### src/rtl/soc_rom_arbiter.sv
// soc_rom_arbiter: shares the asynchronous-read system ROM between the
// instruction-fetch port and the data-load port. Every access is a req/ack
// transaction with a fixed number of extra wait cycles. Read data and the
// error flag are held in per-port registers.
//
// Build option: define SOC_ROM_ARB_RR_EN for round-robin arbitration on ties.
// Without it, the instruction port always wins a tie.
//
// state    | meaning
// ---------+-------------------------------------------------------------
// S_IDLE   | waiting for a request; arbitrate and latch the address
// S_ACCESS | ROM address driven; wait counter runs down to 0, then capture
// S_RESP   | one-cycle ack to the granted port; requests are ignored
module soc_rom_arbiter #(
   parameter int DATA_WIDTH  = 32,
   parameter int ADDR_WIDTH  = 15,
   parameter int ROM_WORDS   = 32768,
   parameter int WAIT_CYCLES = 0
) (
   input  logic                  clk,
   input  logic                  rst,
   input  logic                  i_req,
   input  logic [ADDR_WIDTH-1:0] i_addr,
   output logic                  i_ack,
   output logic [DATA_WIDTH-1:0] i_data,
   output logic                  i_err,
   input  logic                  d_req,
   input  logic [ADDR_WIDTH-1:0] d_addr,
   output logic                  d_ack,
   output logic [DATA_WIDTH-1:0] d_data,
   output logic                  d_err,
   output logic [ADDR_WIDTH-1:0] rom_addr,
   input  logic [DATA_WIDTH-1:0] rom_data,
   output logic                  busy
);

   typedef enum logic [1:0] {S_IDLE, S_ACCESS, S_RESP} state_t;

   // One extra bit so ROM_WORDS == 2**ADDR_WIDTH is representable.
   localparam logic [ADDR_WIDTH:0] ROM_LIMIT = (ADDR_WIDTH+1)'(ROM_WORDS);
   localparam logic [3:0]          WAIT_LOAD = 4'(WAIT_CYCLES);

   state_t                state_q, state_d;
   logic                  gnt_d_q, gnt_d_d;   // 1: data port owns the access
   logic [ADDR_WIDTH-1:0] addr_q, addr_d;
   logic [3:0]            cnt_q, cnt_d;
   logic [DATA_WIDTH-1:0] i_data_q, i_data_d, d_data_q, d_data_d;
   logic                  i_err_q, i_err_d, d_err_q, d_err_d;

   logic                  sel_d;
   logic [ADDR_WIDTH-1:0] gnt_addr;
   logic                  in_range;

`ifdef SOC_ROM_ARB_RR_EN
   logic rr_q, rr_d;   // 1: data port is favoured on the next tie

   // Round-robin: on a tie the favoured port wins.
   always_comb sel_d = d_req && (!i_req || rr_q);
`else
   // Fixed priority: the data port wins only when the instruction port is idle.
   always_comb sel_d = d_req && !i_req;
`endif

   // Candidate address and range check for the port that would be granted.
   always_comb begin
      gnt_addr = sel_d ? d_addr : i_addr;
      in_range = {1'b0, gnt_addr} < ROM_LIMIT;
   end

   // Next-state, grant and capture logic.
   always_comb begin
      state_d  = state_q;
      gnt_d_d  = gnt_d_q;
      addr_d   = addr_q;
      cnt_d    = cnt_q;
      i_data_d = i_data_q;
      d_data_d = d_data_q;
      i_err_d  = i_err_q;
      d_err_d  = d_err_q;
`ifdef SOC_ROM_ARB_RR_EN
      rr_d     = rr_q;
`endif
      unique case (state_q)
         S_IDLE: begin
            if (i_req || d_req) begin
               gnt_d_d = sel_d;
`ifdef SOC_ROM_ARB_RR_EN
               rr_d    = !sel_d;
`endif
               if (in_range) begin
                  addr_d  = gnt_addr;
                  cnt_d   = WAIT_LOAD;
                  state_d = S_ACCESS;
               end else begin
                  // Out of range: skip the ROM, leave rom_addr untouched.
                  if (sel_d) begin
                     d_data_d = '0;
                     d_err_d  = 1'b1;
                  end else begin
                     i_data_d = '0;
                     i_err_d  = 1'b1;
                  end
                  state_d = S_RESP;
               end
            end
         end
         S_ACCESS: begin
            if (cnt_q == 4'd0) begin
               if (gnt_d_q) begin
                  d_data_d = rom_data;
                  d_err_d  = 1'b0;
               end else begin
                  i_data_d = rom_data;
                  i_err_d  = 1'b0;
               end
               state_d = S_RESP;
            end else begin
               cnt_d = cnt_q - 4'd1;
            end
         end
         S_RESP:  state_d = S_IDLE;
         default: state_d = S_IDLE;
      endcase
   end

   // State and datapath registers with synchronous reset.
   always_ff @(posedge clk) begin
      if (rst) begin
         state_q  <= S_IDLE;
         gnt_d_q  <= 1'b0;
         addr_q   <= '0;
         cnt_q    <= '0;
         i_data_q <= '0;
         d_data_q <= '0;
         i_err_q  <= 1'b0;
         d_err_q  <= 1'b0;
`ifdef SOC_ROM_ARB_RR_EN
         rr_q     <= 1'b0;
`endif
      end else begin
         state_q  <= state_d;
         gnt_d_q  <= gnt_d_d;
         addr_q   <= addr_d;
         cnt_q    <= cnt_d;
         i_data_q <= i_data_d;
         d_data_q <= d_data_d;
         i_err_q  <= i_err_d;
         d_err_q  <= d_err_d;
`ifdef SOC_ROM_ARB_RR_EN
         rr_q     <= rr_d;
`endif
      end
   end

   // Outputs come straight from registers.
   always_comb begin
      i_ack    = (state_q == S_RESP) && !gnt_d_q;
      d_ack    = (state_q == S_RESP) &&  gnt_d_q;
      i_data   = i_data_q;
      d_data   = d_data_q;
      i_err    = i_err_q;
      d_err    = d_err_q;
      rom_addr = addr_q;
      busy     = (state_q != S_IDLE);
   end

endmodule

### config.mk
export PLATFORM = sky130hd
export DESIGN_NAME = soc_rom_arbiter
export DESIGN_NICKNAME = d
export VERILOG_FILES = /design/src/rtl/soc_rom_arbiter.sv
export SDC_FILE = /design/constraint.sdc
export NUM_CORES = 1
export LEC_CHECK = 0
export CAP_MARGIN = 20
export CORE_MARGIN = 1.5
export CORE_UTILIZATION = 45
export CTS_BUF_LIST = sky130_fd_sc_hd__clkbuf_16
export DETAILED_ROUTE_END_ITERATION = 6
export GPL_TIMING_DRIVEN = 0
export PLACE_DENSITY = 0.82
export SLEW_MARGIN = 20
export SYNTH_ARGS = -nofsm -noshare
export SYNTH_HDL_FRONTEND = slang
export SYNTH_SLANG_ARGS = --single-unit
### constraint.sdc
create_clock -name clk -period 3.4 [get_ports clk]
set_clock_uncertainty 0.1 [all_clocks]
set_input_delay 0.34 -clock clk [delete_from_list [all_inputs] [get_ports clk]]
set_output_delay 0.34 -clock clk [all_outputs]
set_load 0.01 [all_outputs]
==> qor.log <==
qor: status.outcome finished, final reports clean
qor: hold_path.worst_hold_path_type in2reg
qor: synth.post_synth_inst_count 343
qor: cts.ctsHtreeMaxLevel 3
qor: final_layout.layout-area-overhead-vs-synth 55.9%
qor: routing.post_route_antenna_net_violation_count 0
qor: sta.final.min_clock_period 2.15 ns
qor: global_routing.globalRoute.totalOverflow 0
qor: routing.drt_iter0_drc 44
qor: final_layout.post_route_cells_drive_above_1_share 6.52%
qor: sta.timing.fmax 466 MHz
qor: placement.place_congestion 0.745
qor: setup_path.start_kind flop
qor: floorplanning.effective_utilization_at_floorplan 47.0%
qor: routing.detailedRoute.firstPassIterationCount 4
qor: placement.io_buffer_count 146
qor: global_routing.met1_use_gr 27.0%
qor: synth.netlist-cell-type-count 33
qor: global_routing.met3_usage 3.45%
qor: final_layout.diodes 0
qor: sta.final_max_slew_viol_count 0
qor: final_layout.nFillCells 544
qor: global_routing.grt_pass1_vias 3016
qor: cts.post-cts-setup-buffers 0
qor: setup_path.r2r_setup_slack 1.38 ns
qor: synth.yosys.area.top_type dfxtp_1
qor: final_layout.layout_commonest_cell clkdlybuf4s50_1
qor: cts.cts.path.max_buffers 2
qor: cts.cts_resized 0
qor: placement.placed_area 0.00503 mm²
qor: synth.postSynthRegisterBits 86
qor: hold_path.hold_depth 2
qor: synth.ys_async_sr_fraction 0%
qor: cts.cts_buffers 9
qor: floorplanning.ios 150
qor: setup_path.rr_worst_depth 6
qor: synth.synth_area_leaders dfxtp_1 (50%), mux2i_1 (23%), nand2_1 (11%), o2bb2ai_1 (3.8%), clkbuf_1 (1.2%)
qor: placement.place.detailed.hpwl 6600 µm
qor: setup_path.criticalPathCategory reg2out
qor: routing.route.detailed.drc 0
qor: sta.slew_headroom 56.9%
qor: floorplanning.die_footprint 0.00819 mm²
qor: floorplanning.die_h 90.5 µm
qor: final_layout.post-route-cell-area 0.00537 mm²
qor: synth.netlist.area_leader.share 50.0%
qor: synth.synthesis.yosys.warnings 0
qor: sta.worst_pin_slew 0.647 ns
qor: global_routing.gr-usage-all-layers 22.0%
qor: setup_path.cp.arrival 1.71 ns
qor: setup_path.r2r_start cnt_q[0]
qor: routing.drt-total-wl 8910 µm
qor: hold_path.min_to state_q[0]
qor: cts.worst_skew_pair_latency 0.33 ns
qor: setup_path.r2r_end d_data[23]
qor: routing.post_drt_wl_per_cell 14.7 µm
qor: global_routing.grt.met2_usage 38.7%
qor: cts.clockRootBuffer clkbuf_16
qor: sta.report.final.setup_viol 0
qor: routing.route.vias.total 3025
qor: floorplanning.core_area 0.00733 mm²
qor: job.drv_cap 0
qor: setup_path.critical_path_required 2.96 ns
qor: global_routing.pin_count_of_the_biggest_net_entering_global_routing 15
qor: synth.syn-cell-area 0.00344 mm²
qor: cts.numClockSinks 86
qor: sta.rsz0062_at_grt no
qor: synth.yosys_most_used_dff dfxtp_1
qor: synth.synth_seq_area_share 50.0%
qor: power_and_ir_drop.vdd_drop_max 0.290 mV
qor: final_layout.number_of_nets_at_the_end_of_the_flow 569
qor: power_and_ir_drop.cellLeakagePower 2.18 nW
qor: global_routing.grt_antenna_before_repair 0
qor: sta.worst_hold_slack_across_all_endpoints 0.256 ns
qor: setup_path.worst_setup_path_end_kind primary output
qor: cts.cts-hold-fix-buffers 0
qor: global_routing.grt_first_pass_wirelength 14600 µm
qor: sta.tns 0 ns
qor: global_routing.grt.busiest_layer met2
qor: hold_path.holdCritStartpoint rst
qor: sta.hold_violations 0
qor: synth.syn-mean-instance-area 10.0 µm²
qor: floorplanning.placementRows 31
qor: setup_path.critical_path_peak_fanout 9
qor: sta.min_period_over_period 63.1%
qor: final_layout.most-common-layout-cells clkdlybuf4s50_1 (146), nand2_1 (97), dfxtp_1 (86)
qor: cts.worst_setup_hold_path_clk_slew 0.06 ns
qor: synth.synth_edf_count 0
qor: power_and_ir_drop.power_density_normalized_to_cell_area 482 mW/mm²
qor: cts.clock_tree_from_tritoncts built
qor: floorplanning.floorplan.die.width 90.5 µm
qor: routing.avgViaCountPerCell 5.00
==> final cells by class <==
type                            instances  area (µm²)  area share [%]
Multi-Input combinational cell        228        1560            29.1
Timing Repair Buffer                  146        1460            27.2
Clock buffer                            9         225            4.19
Sequential cell                        86        1720            32.1
Buffer                                 25         148            2.75
Inverter                                5        18.8           0.349
Clock inverter                          7         111            2.07
Tap cell                               99         124            2.31
==> critical path: stages (launching register included) <==
cell	delay, ns
dfxtp_1	0.30
buf_2	0.19
nor3b_1	0.28
clkdlybuf4s50_1	0.61
==> how the worst max path moves through the flow <==
| stage | start | endpoint | slack (ns) | cells past startpoint |
|---|---|---|---|---|
| after floorplan | cnt_q[0] | d_data[10] | 1.64 | 7 |
| after global placement | d_req | rom_addr[11] | 1.12 | 5 |
| after detailed placement | d_req | rom_addr[5] | 1.07 | 5 |
| after CTS | state_q[1] | busy | 1.26 | 4 |
| after global routing | state_q[1] | i_ack | 1.20 | 3 |
| final | state_q[1] | i_ack | 1.25 | 3 |
==> cells in the mapped netlist, drive strengths merged, types with 3 or more instances <==
master / number
nor2: 3
nand2b: 3
or4: 3
o21ai: 3
nor4: 3
dfxtp: 86
clkbuf: 11
a21oi: 3
mux2i: 79
buf: 14
inv: 5
nand2: 97
o2bb2ai: 15
==> where the power goes <==
group / internal (W) / switching, W
clock network: 0.000714 / 0.000390
registers: 0.00106 / 0.0000303
logic: 0.000224 / 0.000168
==> layer usage <==
metal,wire length [µm],part of all wire [%]
met1,3960,44
met2,4450,50
met3,356,4.0
met4,150,1.7
met5,0,0
==> state kept, by name, summed over array words and instances, names as in the netlist <==
register,count
d_data,32
i_data,32
cnt_q,4
rom_addr,15
state_q,2
gnt_d_q,1
==> stage by stage <==
stage | power, W | util [%] | setup slack, ns | cells
2_1_floorplan | 0.00129 | - | 1.64 | 344
3_3_place_gp | 0.00150 | 68.7 | 1.12 | 589
3_5_place_dp | 0.00151 | 68.7 | 1.07 | 589
4_1_cts | 0.00260 | 73.3 | 1.26 | 605
5_1_grt | 0.00268 | 73.3 | 1.20 | 605
6_report | 0.00259 | 73.3 | 1.25 | 605
==> cell families after synthesis <==
group,Yosys count,share of synthesized area [%]
and+or+nand+nor,119,15.5
other,1,0.109
AOI/OAI and AO/OA,26,5.88
DFF,86,50.0
muxes,79,23.0
adders and majority gates,2,0.726
buffers and inverters,30,4.83
No activity file was read; power rests on OpenSTA's default activity.
